--- src/rtl/bf16_add_unpack.sv ---
// Front end of a BF16 adder: classifies and flushes operand pairs, resolves special
// cases into a bypass result, and buffers the unpacked pair in a 2-entry FIFO.

module bf16_add_unpack_cls #(
    parameter int E = 8,
    parameter int M = 7
) (
    input  logic [E+M:0] x,
    output logic         zero,
    output logic         inf,
    output logic         nan,
    output logic [E+M:0] ftz
);
    logic exp_ones, exp_zero, man_nz;

    assign exp_ones = &x[E+M-1:M];
    assign exp_zero = ~|x[E+M-1:M];
    assign man_nz   = |x[M-1:0];

    assign zero = exp_zero;
    assign inf  = exp_ones & ~man_nz;
    assign nan  = exp_ones & man_nz;
    // Subnormals flush to a signed zero; everything else passes untouched.
    assign ftz  = exp_zero ? {x[E+M], {(E+M){1'b0}}} : x;
endmodule

module bf16_add_unpack #(
    parameter int E = 8,
    parameter int M = 7
) (
    input  logic           clk,
    input  logic           rst,
    input  logic           in_valid_i,
    output logic           in_ready_o,
    input  logic [E+M:0]   a_i,
    input  logic [E+M:0]   b_i,
    output logic           out_valid_o,
    input  logic           out_ready_i,
    output logic           sa_o,
    output logic           sb_o,
    output logic [E-1:0]   ea_o,
    output logic [E-1:0]   eb_o,
    output logic [M-1:0]   ma_o,
    output logic [M-1:0]   mb_o,
    output logic           byp_o,
    output logic           byp_s_o,
    output logic [E-1:0]   byp_e_o,
    output logic [M-1:0]   byp_m_o,
    output logic [7:0]     spec_cnt_o
);
    localparam int W = 1 + E + M;
    localparam logic [W-1:0] QNAN = {1'b0, {E{1'b1}}, 1'b1, {(M-1){1'b0}}};

    typedef struct packed {
        logic [1:0][W-1:0] fld;
        logic              byp;
        logic [W-1:0]      res;
    } entry_t;

    logic [1:0][W-1:0] ops, ftz;
    logic [1:0]        zero, inf, nan;
    entry_t            nxt, head;
    entry_t            mem [2];
    logic              wr_ptr, rd_ptr;
    logic [1:0]        occ;
    logic [7:0]        spec_cnt;
    logic              push, pop;

    assign ops = {b_i, a_i};

    genvar g;
    generate
        for (g = 0; g < 2; g++) begin : g_cls
            bf16_add_unpack_cls #(.E(E), .M(M)) u_cls (
                .x    (ops[g]),
                .zero (zero[g]),
                .inf  (inf[g]),
                .nan  (nan[g]),
                .ftz  (ftz[g])
            );
        end
    endgenerate

    // Priority: NaN / opposing infs, then inf, then double zero, then single zero.
    always_comb begin
        nxt     = '0;
        nxt.fld = ftz;
        if (|nan || (&inf && (a_i[W-1] ^ b_i[W-1]))) begin
            nxt.byp = 1'b1;
            nxt.res = QNAN;
        end else if (inf[0]) begin
            nxt.byp = 1'b1;
            nxt.res = a_i;
        end else if (inf[1]) begin
            nxt.byp = 1'b1;
            nxt.res = b_i;
        end else if (&zero) begin
            nxt.byp = 1'b1;
            nxt.res = {a_i[W-1] & b_i[W-1], {(W-1){1'b0}}};
        end else if (zero[0]) begin
            nxt.byp = 1'b1;
            nxt.res = b_i;
        end else if (zero[1]) begin
            nxt.byp = 1'b1;
            nxt.res = a_i;
        end
    end

    // Handshakes depend only on registered occupancy, never on out_ready_i.
    assign in_ready_o  = (occ < 2'd2);
    assign out_valid_o = (occ != 2'd0);
    assign push        = in_valid_i & in_ready_o;
    assign pop         = out_valid_o & out_ready_i;

    always_ff @(posedge clk or posedge rst) begin
        if (rst) begin
            occ      <= '0;
            wr_ptr   <= 1'b0;
            rd_ptr   <= 1'b0;
            spec_cnt <= '0;
        end else begin
            if (push) wr_ptr <= ~wr_ptr;
            if (pop)  rd_ptr <= ~rd_ptr;
            case ({push, pop})
                2'b10:   occ <= occ + 2'd1;
                2'b01:   occ <= occ - 2'd1;
                default: occ <= occ;
            endcase
            if (pop && head.byp && spec_cnt != 8'hFF)
                spec_cnt <= spec_cnt + 8'd1;
        end
    end

    always_ff @(posedge clk) begin
        if (push) mem[wr_ptr] <= nxt;
    end

    assign head = mem[rd_ptr];

    assign {sa_o, ea_o, ma_o} = head.fld[0];
    assign {sb_o, eb_o, mb_o} = head.fld[1];
    // Storage is not reset, so the flag is qualified to read 0 while empty.
    assign byp_o      = out_valid_o & head.byp;
    assign {byp_s_o, byp_e_o, byp_m_o} = head.res;
    assign spec_cnt_o = spec_cnt;
endmodule

--- config.mk ---
export PLATFORM = sky130hd
export DESIGN_NAME = bf16_add_unpack
export DESIGN_NICKNAME = d
export VERILOG_FILES = /design/src/rtl/bf16_add_unpack.sv
export SDC_FILE = /design/constraint.sdc
export NUM_CORES = 1
export LEC_CHECK = 0
export BUFFER_PORTS_ARGS = -buffer_cell sky130_fd_sc_hd__buf_2
export CAP_MARGIN = 5
export CORE_AREA = 2 2 101 93
export DETAILED_ROUTE_END_ITERATION = 6
export DIE_AREA = 0 0 103 95
export PLACE_DENSITY_LB_ADDON = 0.1
export SETUP_SLACK_MARGIN = 0.05
export SLEW_MARGIN = 20
export SYNTH_ARGS = -nofsm -noshare
export SYNTH_HDL_FRONTEND = slang
export SYNTH_SLANG_ARGS = --single-unit
export TNS_END_PERCENT = 100
--- constraint.sdc ---
create_clock -name clk -period 3.9 [get_ports clk]
set_input_delay 0.78 -clock clk [delete_from_list [all_inputs] [get_ports clk]]
set_output_delay 0.78 -clock clk [all_outputs]
set_load 0.005 [all_outputs]
==> results of run 1 <==
==> how the worst max path moves through the flow <==
stage / from / endpoint
2_1_floorplan: in_valid_i / mem[0][0]
3_5_place_dp: b_i[9] / mem[0][13]
4_1_cts: rd_ptr / mb_o[6]
6_report: rd_ptr / mb_o[6]
3_3_place_gp: a_i[3] / mem[0][16]
5_1_grt: rd_ptr / mb_o[6]
==> per-stage QoR <==
step	instances	setup WS [ns]	total power, mW
finish	504	1.054	3.272
global route	504	0.9222	3.459
CTS	504	1.018	3.318
detailed placement	488	1.138	2.713
global placement	488	1.173	2.696
floorplan	292	0.5065	2.283
==> worst reg2reg max path: cells and delay by family, from the launching register on <==
kind	cells	cell delay [ns]
muxes	2	0.87
AOI/OAI and AO/OA	1	0.31
DFF	1	0.89
==> sequential cells by signal (all words and copies together), names as in the netlist <==
signal / flops
mem: 98
spec_cnt_o: 8
occ: 2
rd_ptr: 1
wr_ptr: 1
==> power groups by stage <==
| stage | Clock (mW) | Sequential [mW] | Combinational [mW] |
|---|---|---|---|
| after floorplan | 0 | 1.66 | 0.627 |
| after global placement | 0 | 1.72 | 0.973 |
| after detailed placement | 0 | 1.73 | 0.980 |
| after CTS | 0.626 | 1.71 | 0.985 |
| after global routing | 0.669 | 1.73 | 1.06 |
| final | 0.607 | 1.70 | 0.962 |
==> per-layer routing <==
| layer | vias to the layer above | part of all wire (%) | global-route usage, % | wire length [um] |
|---|---|---|---|---|
| met5 | - | 0 | 0 | 0 |
| met4 | 0 | 0.89 | 4.386 | 79 |
| met3 | 7 | 5.3 | 5.774 | 475 |
| met2 | 70 | 49 | 29.87 | 4364 |
| met1 | 1356 | 45 | 24.91 | 3989 |
| li1 | 1288 | - | - | - |
==> final cells by class <==
type                    instances  share of cell area (%)
flip-flops and latches        110                   59.64
repair buffers                 99                   9.568
clock inverters                 6                  0.8510
clock buffers                  10                   2.346
well taps                     122                   2.806
multi-input cells             152                   24.45
inverters                       5                  0.3450
==> placed cells by master, fill, tap and decap left out, types with 5 or more instances in the layout <==
cell and n:
xor2_1 6, inv_1 5, and2_4 6, mux2_2 50
edfxtp_1 98, buf_2 94, nor2_1 5, nor3_1 6
nand4_1 5, dfrtp_1 11, and2_1 10, nand2_1 5
clkbuf_8 9, xnor2_1 6, o21ba_1 6, a221o_1 8
==> cell families (layout without fill, tap and decap cells) <==
kind of cell | Yosys count | after routing
flip-flops | 110 | 110
AND/OR/NAND/NOR | 56 | 56
multiplexers | 50 | 50
AO/OA/AOI/OAI | 31 | 31
buffers and inverters | 30 | 120
XOR/XNOR | 12 | 12
adder cells (fa/ha/maj) | 3 | 3
==> impl_metrics.tcl, run 1 <==
set metrics [dict create \
    clock_latency_ns 0.36 \
    post-synth-top-count-cell "edfxtp_1" \
    hpwl_um 6229 \
    synth_nets 331 \
    layout.nets 416 \
    p_switching_mw 0.9660 \
    p_comb_share_pct 29.4 \
    crit_cells 3 \
    drive_gt1_share_pct 46.07 \
    arrival_ns 2.07 \
    run_status "completed" \
    drt-pass1-iter-count 4 \
    grt_pass1_wl_um 13190 \
    fill_cells 736 \
    vias_per_cell 5.399 \
    grt_pass1_vias 2538 \
    crit_buf_inv 2 \
    cts_inserted_buffers 9 \
    max_stage_delay_ns 0.89 \
    clock_path_buffers 2 \
    slew_headroom_pct 47.41 \
    start_util_pct 53.12 \
    hold_viol_final 0 \
    synth_fa_ha_area_share_pct 0.7998 \
    die_h_um 95 \
    synthTopCellsByArea "edfxtp_1, mux2_2, dfrtp_1" \
    synthCells 292 \
    synth_compound_area_share_pct 5.785 \
    cts-root-buf "clkbuf_8" \
    synth_simple_gate_area_share_pct 7.331 \
    dieArea_um2 9785 \
    wl_per_cell_um 17.67 \
    core_area_um2 8836 \
    place_area_um2 5266 \
    skew_ns 0.01235 \
    die_width_um 103 \
    clockPowerShare_pct 18.6 \
    r2r_slack_ns 1.74 \
    timing.max_cap.violations 0 \
    post_synth.cell_area_avg_um2 16.07 \
    antenna_found_initial 0 \
    grt_use_total_pct 18.58 \
    synthTopCellsByCount "edfxtp_1, mux2_2, clkbuf_1" \
    ant_nets 0 \
    slew_viol_final 0 \
    synth_top_family_by_area "multiplexers" \
    postRouteWirelength_um 8908 \
    yosys.area_share.xor_xnor_pct 2.239 \
    antennaDiodeCount 0 \
    synthArstFlopShare_pct 10.91 \
    rr_worst_depth 3 \
    critPathCaptureType "output pin" \
    max_clock_freq_ghz 0.3514 \
    utilization_pct 61.57 \
    area_delta_synth_final_pct 15.92 \
    hold_ws_ns 0.4064 \
    portBuffers 94 \
    rows 33 \
    p_int_mw 2.306 \
    ios 95 \
    regToRegEndpoint "spec_cnt_o[1]" \
    clkSinkCount 110 \
    fin_crit_sh_pct 72.97 \
    cts_tree "done" \
    startpoint_type "flip-flop" \
    synthFlopType "edfxtp_1" \
    ctsHoldBuffers 0 \
    synth_edf_count 98 \
    cts_setup_buffers 0 \
    ys_seq_elements 110 \
    required_ns 3.12 \
    yosysUniqueCellTypes 41 \
    p_sw_share_pct 29.52 \
    worst-setup-path-type "flip-flop to output pin" \
    place_congestion 0.7929 \
    timing.rr.start "rd_ptr" \
    vias 2721 \
    clk_pin_slew_ns 0.10 \
    cts_max_level 3 \
    hp-class "input port to async pin" \
    fin_setup_tns_ns 0 \
    muxShareOfSynthArea_pct 12.00 \
    synthesis.area_um2 4693 \
    slowest_stage "dfrtp_2" \
    drtIter0Drc 92 \
    powerDensity_nw_per_um2 601.4 \
    yosys_warnings 0 \
    multi_input_area_um2 1330 \
    cts_resized 0 \
    grt_max_degree 35 \
    fin_crit_ns 2.846 \
    p_leak_nw 2.073 \
    crit_family "flip-flops" \
    pwr-share-seq_pct 52.0 \
    grt.overflow.total 0 \
    synth_top_area_cell "edfxtp_1" \
    max-vdd-ir-drop_v 0.0003914 \
    path_cells "buf_4 -> mux2_2 -> buf_2" \
    synth_top_area_share_pct 62.70 \
    setup_viol 0 \
    yosysSeqAreaShare_pct 69.10 \
    area.sequential_um2 3244 \
    worst_slew_pin_slew_ns 0.7888 \
    drc 0 \
    crit_fanout 34 \
    stdcell_area_um2 5440 \
    rsz0062_at_grt "no" \
]
No activity file was read; power rests on OpenSTA's default activity.
==> inputs of run 2 (changes only) <==
==> constraint.sdc (replaced) <==
create_clock -name clk -period 2.8 [get_ports clk]
set_input_delay 0.56 -clock clk [delete_from_list [all_inputs] [get_ports clk]]
set_output_delay 0.56 -clock clk [all_outputs]
set_load 0.005 [all_outputs]
==> run 2 against run 1 <==
  * Combinational power rose by 46%
  * Total power rose by 43%
  * Global-route usage up 0.29 points
  * Hold slack got worse by 0.22 ns
  * Clock-buffer cell count decreased by 1
  * Clock skew shrank 0.0023 ns
  * Clock power rose by 54%
  * Non-clock buffer count is 4 higher
  * Design area is 1.2% higher
  * Routed wire length up 0.15%
  * Via count rose by 1.4%
  * Largest power group unchanged
==> impl_metrics.tcl, run 2 (synthesis results as in run 1) <==
set metrics [dict create \
    max_clock_freq_ghz 0.4212 \
    crit_fanout 20 \
    area_delta_synth_final_pct 17.30 \
    power_mw 4.674 \
    antenna_found_initial 0 \
    grt_pass1_wl_um 13540 \
    clockPowerShare_pct 20.0 \
    grt_max_degree 50 \
    portBuffers 94 \
    max_stage_delay_ns 0.70 \
    drive_gt1_share_pct 46.63 \
    cts_inserted_buffers 9 \
    slew_headroom_pct 56.04 \
    start_util_pct 53.12 \
    required_ns 2.24 \
    p_leak_nw 2.113 \
    slowest_stage "dfrtp_2" \
    final_cell_mix "edfxtp_1, buf_2, mux2_2" \
    die_h_um 95 \
    p_switching_mw 1.348 \
    timing.max_cap.violations 0 \
    place_congestion 0.7864 \
    layout.nets 420 \
    antennaDiodeCount 0 \
    cts-root-buf "clkbuf_8" \
    pwr-share-seq_pct 50.0 \
    slew_viol_final 0 \
    fin_crit_ns 2.374 \
    die_width_um 103 \
    worst-setup-path-type "flip-flop to output pin" \
    ctsHoldBuffers 0 \
    grt_pass1_vias 2587 \
    cts_resized 0 \
    grt.overflow.total 0 \
    fin_setup_tns_ns 0 \
    crit_family "flip-flops" \
    powerDensity_nw_per_um2 848.9 \
    hpwl_um 6209 \
    drc 0 \
    max-vdd-ir-drop_v 0.0003789 \
    cts_setup_buffers 0 \
    hp-class "input port to async pin" \
    largest_reg_flops 98 \
    ios 95 \
    clock_path_buffers 2 \
    run_status "completed" \
    crit_buf_inv 2 \
    drtIter0Drc 142 \
    critPathCaptureType "output pin" \
    hold_viol_final 0 \
    postRouteWirelength_um 8921 \
    clk_pin_slew_ns 0.09 \
    arrival_ns 1.81 \
    p_sw_share_pct 28.84 \
    vias_per_cell 5.431 \
    startpoint_type "flip-flop" \
    ant_nets 0 \
    p_int_mw 3.326 \
    path_cells "buf_4 -> mux2_2 -> buf_2" \
    fin_crit_sh_pct 84.79 \
    cts_max_level 3 \
    dieArea_um2 9785 \
    vias 2759 \
    skew_ns 0.01007 \
    final_common_cell "edfxtp_1" \
    drt-pass1-iter-count 4 \
    rows 33 \
    worst_slew_pin_slew_ns 0.6533 \
    setup_viol 0 \
    core_area_um2 8836 \
    rsz0062_at_grt "no" \
    grt_use_total_pct 18.87 \
    clock_latency_ns 0.37 \
    p_comb_share_pct 30.0 \
    clkSinkCount 110 \
    cts_tree "done" \
    wl_per_cell_um 17.56 \
    top_register "mem" \
]
run 2: power by group through the flow:
stage                     combinational (mW)  clock [mW]  sequential [mW]
after detailed placement                1.43           0             2.38
after global placement                  1.42           0             2.36
after global routing                    1.56        1.01             2.38
after CTS                               1.44       0.961             2.35
final                                   1.40       0.933             2.34
after floorplan                        0.876           0             2.30
run 2: routing by layer:
layer  up-vias  wire length (um)  share of wire, %  global-route usage [%]
li1       1298                 -                 -                       -
met1      1350              3916                44                   26.21
met2       100              4391                49                   29.71
met3        11               486               5.4                   4.441
met4         0               126               1.4                   5.811
met5         -                 0                 0                       0
run 2: area by class of cell:
class	instances	area, um2
clock buffer	9	123.9
fill	728	3331
multi-input combinational	152	1330
sequential	110	3244
timing repair buffer	103	563.0
clock inverter	7	72.57
inverter	5	18.77
tap	122	152.6
run 2: final timing paths:
check | from | slack [ns] | endpoint | depth (start not counted)
max in group asynchronous | rst | 2.28 | rd_ptr | 2
min in group clk | b_i[15] | 0.43 | mem[0][48] | 1
max | rd_ptr | 0.43 | eb_o[6] | 3
min reg2reg | spec_cnt_o[6] | 0.49 | spec_cnt_o[6] | 1
min | rst | 0.18 | spec_cnt_o[1] | 2
max reg2reg | rd_ptr | 0.85 | spec_cnt_o[1] | 3
run 2: stage by stage:
stage / hold WS [ns] / cell area, um2 / setup WS, ns / instances / utilization (%)
6_report: 0.1842 / 5505 / 0.4257 / 508 / 62.31
5_1_grt: 0.2000 / 5505 / 0.3235 / 508 / 62.31
4_1_cts: 0.1796 / 5505 / 0.3720 / 508 / 62.31
3_5_place_dp: 0.4818 / 5309 / 0.2553 / 492 / 60.08
3_3_place_gp: 0.4788 / 5309 / 0.3185 / 492 / 60.08
2_1_floorplan: 0.4247 / 4696 / 0.4415 / 292 / -
==> inputs of run 3 (changes only) <==
--- a/config.mk
+++ b/config.mk
@@ -5,11 +5,12 @@
 export SDC_FILE = /design/constraint.sdc
 export NUM_CORES = 1
 export LEC_CHECK = 0
+export ABC_AREA = 1
 export BUFFER_PORTS_ARGS = -buffer_cell sky130_fd_sc_hd__buf_2
 export CAP_MARGIN = 5
-export CORE_AREA = 2 2 101 93
+export CORE_AREA = 2 2 103 95
 export DETAILED_ROUTE_END_ITERATION = 6
-export DIE_AREA = 0 0 103 95
+export DIE_AREA = 0 0 105 97
 export PLACE_DENSITY_LB_ADDON = 0.1
 export SETUP_SLACK_MARGIN = 0.05
 export SLEW_MARGIN = 20
==> constraint.sdc (replaced) <==
create_clock -name clk -period 2.5 [get_ports clk]
set_input_delay 0.5 -clock clk [delete_from_list [all_inputs] [get_ports clk]]
set_output_delay 0.5 -clock clk [all_outputs]
set_load 0.005 [all_outputs]
==> run 3 against run 2 <==
  * Largest cell class unchanged
  * Combinational power increased by 15%
  * Total power increased by 11%
  * Flip-flop and latch count unchanged
  * Via count increased by 11%
  * Highest routed layer unchanged
  * Clock power increased by 15%
  * Critical path depth unchanged
  * First-iteration DRC count decreased by 13%
  * Critical path type unchanged
  * Core utilization increased by 1.4 points
  * Routed wire length increased by 7.3%
  * Synthesized area increased by 4.9%
  * Clock skew about the same
==> impl_metrics.tcl, run 3 <==
set metrics [dict create \
    core_area_um2 9001 \
    hp-class "input port to async pin" \
    hpwl_um 6697 \
    worst_slew_pin_slew_ns 0.4583 \
    largest_reg_flops 98 \
    area_delta_synth_final_pct 16.45 \
    cts_resized 0 \
    cts_max_level 3 \
    vias_per_cell 5.230 \
    ctsHoldBuffers 0 \
    ant_nets 0 \
    clock_path_buffers 2 \
    synthTopCellsByCount "edfxtp_1, mux2_2, nand2_1" \
    post_synth.cell_area_avg_um2 13.12 \
    max-vdd-ir-drop_v 0.0006432 \
    drt-pass1-iter-count 4 \
    rows 33 \
    antennaDiodeCount 0 \
    pre_cts_slack_ns 0.5120 \
    fin_ws_ns 0.4224 \
    arrival_ns 1.58 \
    fill_cells 735 \
    yosysUniqueCellTypes 33 \
    fin_crit_sh_pct 83.10 \
    ys_seq_elements 110 \
    multi_input_area_um2 1464 \
    stdcell_area_um2 5731 \
    timing.rr.start "occ[1]" \
    cts-root-buf "clkbuf_8" \
    post-synth-top-count-cell "edfxtp_1" \
    slowest_stage "mux2_2" \
    postRouteWirelength_um 9569 \
    grt_pass1_vias 3114 \
    vias 3070 \
    grt_max_degree 52 \
    grt.overflow.total 0 \
    synthTopCellsByArea "edfxtp_1, mux2_2, dfrtp_1" \
    final_cell_mix "edfxtp_1, buf_2, mux2_2" \
    top_register "mem" \
    startpoint_type "flip-flop" \
    power_mw 5.185 \
    rr_worst_depth 4 \
    synthFlopType "edfxtp_1" \
    die_h_um 97 \
    place_inst 571 \
    drtIter0Drc 123 \
    fin_crit_ns 2.078 \
    max_stage_delay_ns 0.40 \
    grt_pass1_wl_um 15490 \
    synthesis.area_um2 4921 \
    path_cells "buf_12 -> mux2_2 -> buf_2" \
    area.sequential_um2 3244 \
    utilization_pct 63.66 \
    cts_setup_buffers 0 \
    portBuffers 94 \
    crit_fanout 51 \
    place_area_um2 5534 \
    clkSinkCount 110 \
    die_width_um 105 \
    regToRegEndpoint "mem[0][19]" \
    worst-setup-path-type "flip-flop to output pin" \
    rsz0062_at_grt "no" \
    wl_per_cell_um 16.30 \
    dieArea_um2 10190 \
    synth_top_area_share_pct 59.80 \
    layout.nets 499 \
    synthArstFlopShare_pct 10.91 \
    timing.max_cap.violations 0 \
    synth_top_area_cell "edfxtp_1" \
    synthCells 375 \
    required_ns 2.00 \
    yosys_warnings 0 \
    synth_nets 414 \
    drc 0 \
    grt_use_total_pct 19.73 \
    hold_ws_ns 0.1107 \
    final_common_cell "edfxtp_1" \
    clock_latency_ns 0.37 \
    clk_pin_slew_ns 0.10 \
    run_status "completed" \
    fin_setup_tns_ns 0 \
    setup_viol 0 \
    p_leak_nw 2.349 \
    cts_tree "done" \
    yosysSeqAreaShare_pct 65.90 \
    hold_viol_final 0 \
    synth_edf_count 98 \
    stdcell_count 587 \
    ios 95 \
    skew_ns 0.01002 \
    slew_headroom_pct 69.41 \
    drive_gt1_share_pct 41.51 \
    max_clock_freq_ghz 0.4813 \
    slew_viol_final 0 \
    r2r_slack_ns 0.84 \
    antenna_found_initial 0 \
    start_util_pct 54.67 \
    critPathCaptureType "output pin" \
    powerDensity_nw_per_um2 904.8 \
    cts_inserted_buffers 9 \
    place_congestion 0.8336 \
]
-- run 3: worst max-delay path: cells and delay by family, from the launching register on --
family	cells	cell delay, ns
DFF	1	0.39
buffers and inverters	2	0.41
muxes	1	0.40
-- run 3: final cells by class --
cell class	count	area share, %
timing repair buffer	98	9.607
tap	122	2.664
clock inverter	7	1.266
multi-input combinational	210	25.55
inverter	31	2.140
sequential	110	56.62
clock buffer	9	2.162
-- run 3: layer usage --
metal | GRT usage [%] | up-vias | wire (um)
met5 | 0 | - | 0
met4 | 5.846 | 0 | 116
met3 | 4.717 | 11 | 481
met2 | 33.72 | 90 | 4761
met1 | 25.06 | 1510 | 4210
li1 | - | 1459 | -
-- run 3: power breakdown --
| part | switching (mW) | internal, mW | leakage (nW) |
|---|---|---|---|
| logic | 0.814 | 0.794 | 1.18 |
| registers | 0.122 | 2.39 | 1.07 |
| clock network | 0.599 | 0.467 | 0.0976 |
| total | 1.54 | 3.65 | 2.35 |
-- run 3: cell families (layout without fill, tap and decap cells) --
group	Yosys count	after routing	synth area share [%]
mux	48	48	10.98
fa+ha+maj	3	3	0.7629
compound gates	14	14	1.907
xor+xnor	11	11	1.958
simple gates	134	134	13.83
flops	110	110	65.90
buf+inv	55	145	4.653
-- run 3: worst max path at each step --
stage          startpoint          to  cells after the start
2_1_floorplan  in_valid_i   mem[0][0]                      2
6_report           rd_ptr     mb_o[4]                      3
4_1_cts            rd_ptr     mb_o[4]                      3
5_1_grt            rd_ptr     ea_o[5]                      3
3_5_place_dp       b_i[6]  mem[1][11]                      9
3_3_place_gp       a_i[9]   mem[0][1]                      8
